<file path="config.mk">
export PLATFORM = sky130hd
export DESIGN_NAME = lsb_serial_deserializer
export DESIGN_NICKNAME = d
export VERILOG_FILES = /design/src/rtl/lsb_serial_deserializer.sv
export SDC_FILE = /design/constraint.sdc
export NUM_CORES = 1
export LEC_CHECK = 0
export ABC_AREA = 1
export CAP_MARGIN = 20
export CORE_MARGIN = 2
export CORE_UTILIZATION = 40
export DETAILED_ROUTE_END_ITERATION = 6
export HOLD_SLACK_MARGIN = 0.05
export PLACE_DENSITY = 0.72
export SLEW_MARGIN = 20
export SYNTH_ARGS = -nofsm -noshare
export SYNTH_HDL_FRONTEND = slang
export SYNTH_SLANG_ARGS = --single-unit
</file>
<file path="constraint.sdc">
create_clock -name clk -period 1.8 [get_ports clk]
set_clock_uncertainty 0.15 [all_clocks]
set_input_delay 0.18 -clock clk [delete_from_list [all_inputs] [get_ports clk]]
set_output_delay 0.18 -clock clk [all_outputs]
set_load 0.02 [all_outputs]
</file>
<file path="src/rtl/lsb_serial_deserializer.sv">
// lsb_serial_deserializer: packs an LSB-first bit stream into WIDTH-bit words and buffers them in a DEPTH-entry FIFO with a valid/ready output and sticky overflow. Ports: clk, areset (async, active-high), sync_clr, bit_in, bit_valid, out_data, out_valid, out_ready, fifo_level, overflow.
module lsb_serial_deserializer #(
  parameter int WIDTH = 4,
  parameter int DEPTH = 2
) (
  input  logic                     clk,
  input  logic                     areset,
  input  logic                     sync_clr,
  input  logic                     bit_in,
  input  logic                     bit_valid,
  output logic [WIDTH-1:0]         out_data,
  output logic                     out_valid,
  input  logic                     out_ready,
  output logic [$clog2(DEPTH):0]   fifo_level,
  output logic                     overflow
);
  localparam int AW = $clog2(DEPTH);
  localparam int LW = AW + 1;
  localparam int CW = $clog2(WIDTH);
  logic [WIDTH-2:0] acc;
  logic [WIDTH-1:0] word;
  logic [WIDTH-1:0] mem [DEPTH];
  logic [CW-1:0]    cnt;
  logic [AW-1:0]    wp, rp;
  logic             done, pop, push;
  always_comb begin
    word = {bit_in, acc};
    done = bit_valid && !sync_clr && cnt == CW'(WIDTH - 1);
    pop  = out_valid && out_ready;
    push = done && (fifo_level != LW'(DEPTH) || pop);
  end
  assign out_valid = fifo_level != '0;
  assign out_data  = mem[rp];
  always_ff @(posedge clk or posedge areset)
    if (areset) begin
      acc        <= '0;
      cnt        <= '0;
      wp         <= '0;
      rp         <= '0;
      fifo_level <= '0;
      overflow   <= 1'b0;
    end else begin
      if (sync_clr) begin
        acc <= '0;
        cnt <= '0;
      end else if (bit_valid) begin
        acc <= word[WIDTH-1:1];
        cnt <= done ? '0 : cnt + CW'(1);
      end
      overflow <= sync_clr ? 1'b0 : overflow | (done & !push);
      if (push) wp <= wp + AW'(1);
      if (pop) rp <= rp + AW'(1);
      fifo_level <= fifo_level + LW'(push) - LW'(pop);
    end
  always_ff @(posedge clk)
    if (push) mem[wp] <= word;
endmodule

</file>
==> metrics.txt, run 1 <==
Mapped Nets=84; sequential area share after synthesis=63.1%; CTS clk-pin slew, worst paths=0.10 ns; relative slew slack=74.4%; total power=1.23 mW; detailed-route DRC error count=0; Post-DP HPWL=944 microns; TNS Setup=0 ns; share of the synthesized area in the top cell type=32.2%; worst-margin pin slew=0.383 ns; worst endpoint data arrival time=1.75 ns; area of the core=0.00178 sq mm; peak supply drop=649 uV; final worst slack=0.0791 ns; crit path launch type=flip-flop; power per cell area=1170 mW/mm^2; Worst Setup End Kind=flip-flop; DRT Pass-1 Iters=5; maximum clock rate=581 MHz; cell breakdown of the critical path=or2_4 -> nand2_4 -> inv_1 -> ha_1 -> inv_1 -> ha_1 -> inv_1 -> xor2_1; clock root buffer=clkbuf_4; CP max-delay cell=dfrtp_2; Yosys cell types=15; Mapped Cells=75; Setup Viol. Count Final=0; Util after Layout=58.7%; Area Growth Syn to Fin=34.8%; grt total ovfl=0; Bufs on Longest Clock Path=2; Hold Crit Start=sync_clr; vias per cell=4.38; vias in the first global route=479; Die Area=0.00231 sq mm; Synth area leaders=dfrtp_1 32%, edfxtp_1 31%, nand2_1 9.7%; Num CTS Buffers=3; Setup CP Type=reg -> reg; setup slack, reg-to-reg=0.08 ns; Leak=0.516 nW; Crit Path Max Fanout=4; Place WS=-0.0239 ns; H-tree level count=1; post-layout net count=111; largest net degree at the start of global routing=11; overall die height=48.1 microns; Total Routing Usage GR=12.4%; Critical Path RT=1.83 ns; DR top layer=met3; initial antenna violation count=0; Initial Util=43.6%; row count=15; worst hold-check path type=in -> reg; Mapped Area=777 sq um; hold depth=2; share of layout cells above drive strength 1=17.8%; RD Place Congestion=0.737; status=finished, final reports clean; Sink Count=18; Fin Hold WS=0.286 ns; dominant cell type by area after synthesis=dfrtp_1; Pins Over Slew Limit=0; R2R depth=8; met2 WL=652 microns; Worst R2R Start=fifo_level[1]; mean routed wirelength per cell=9.73 microns; met3 wire length=36 microns; Ys Warns=0; DRT met1 WL=537 microns; max cap viols=0; CTS tree=yes; Worst Hold End=overflow; detailed-route wire length=1230 microns; Final min period=1.72 ns; Fin. Hold Viols=0; final period utilization=95.6%; first-pass GRT wire length=1900 microns; CP peak stage delay=0.44 ns; Most common cell on crit path=inv_1; Initial DRC Count=6; count of state elements after synthesis=18; input/output buffers=13; Top-Level Pins=14; Synth Area per Inst=10.4 sq um; Crit Reg-Reg Endpoint=fifo_level[1]; antenna-violating nets left=0; worst-skew pair later-pin latency=0.29 ns; chip width=48.1 microns; Antenna diodes=0; vias=552
## layout by cell type, fill, tap and decap left out, types with 2 or more instances in the layout
master / n
clkbuf_4: 3
dfrtp_1: 9
inv_1: 14
ha_1: 2
nor2_1: 4
clkdlybuf4s50_1: 8
o21ai_0: 2
edfxtp_1: 8
nand2_1: 20
buf_4: 8
dlygate4sd2_1: 5
nand3_1: 6
## cell families (layout without fill, tap and decap cells)
logic type / after synthesis / after routing / synth area share (%)
simple gates: 32 / 32 / 17.4
flops: 18 / 18 / 63.1
buf+inv: 15 / 41 / 7.25
compound gates: 4 / 4 / 3.06
fa+ha+maj: 3 / 3 / 4.83
xor+xnor: 3 / 3 / 4.35
## through the flow
stage | instance area [sq um] | instances
3_5_place_dp | 977 | 118
3_3_place_gp | 977 | 118
2_1_floorplan | 778 | 75
6_report | 1050 | 126
5_1_grt | 1050 | 126
4_1_cts | 1020 | 123
## synthesized netlist by cell type
library cell  number
nand2_1           20
inv_1             15
dfrtp_1           10
edfxtp_1           8
nand3_1            6
nor2_1             4
ha_1               3
o21ai_0            2
nand2_2            1
o22ai_1            1
o31ai_1            1
or2_4              1
xnor2_1            1
xor2_1             1
xor2_2             1
## power by group
part	total, mW	internal, mW	switching [mW]
clock network	0.247	0.123	0.124
logic	0.452	0.213	0.239
registers	0.531	0.482	0.0494
## routing by layer
metal / vias up / global-route usage (%)
li1: 290 / -
met2: 10 / 23.5
met3: 0 / 3.40
met4: 0 / 4.86
met5: - / 0
met1: 252 / 12.6
## registers in the layout (all words and copies together) (netlist names)
name	count
mem	8
wp	1
cnt	2
overflow	1
fifo_level	2
acc	3
rp	1
## layout make-up
type	instances	area [sq um]
Fill cell	156	736
Sequential cell	18	492
Multi-Input combinational cell	42	238
Timing Repair Buffer	22	194
Inverter	15	56.3
Clock buffer	4	36.3
Tap cell	25	31.3
## repair_timing
item,in CTS,in global routing
hold endpoints to repair,10,0
gates resized for setup,6,2
hold buffers,1,0
buffers inserted,0,3
endpoints found under the setup margin,5,1
pin swaps,0,1
## worst max path at each step
stage | start | end | slack [ns] | depth (start not counted)
5_1_grt | cnt[0] | fifo_level[1] | -0.01 | 9
2_1_floorplan | fifo_level[0] | fifo_level[1] | 0.01 | 8
3_5_place_dp | out_ready | fifo_level[1] | -0.02 | 9
4_1_cts | fifo_level[1] | fifo_level[1] | 0.05 | 8
6_report | fifo_level[1] | fifo_level[1] | 0.08 | 8
3_3_place_gp | out_ready | fifo_level[1] | -0.003 | 9
## worst max-delay path: cells and delay by family, from the launching register on
kind	cells	cell delay, ns
xor+xnor	1	0.15
fa+ha+maj	2	0.40
buf+inv	3	0.14
flops	1	0.44
simple gates	2	0.33
(Power assumes the default switching activity.)
==> run 2: changes to the inputs <==
- CTS_CLUSTER_SIZE: default -> 40
- SLEW_MARGIN: 20 -> 10
==> results of run 2 <==
Same layout as run 1: the final DEF is identical, and so are final timing and power.
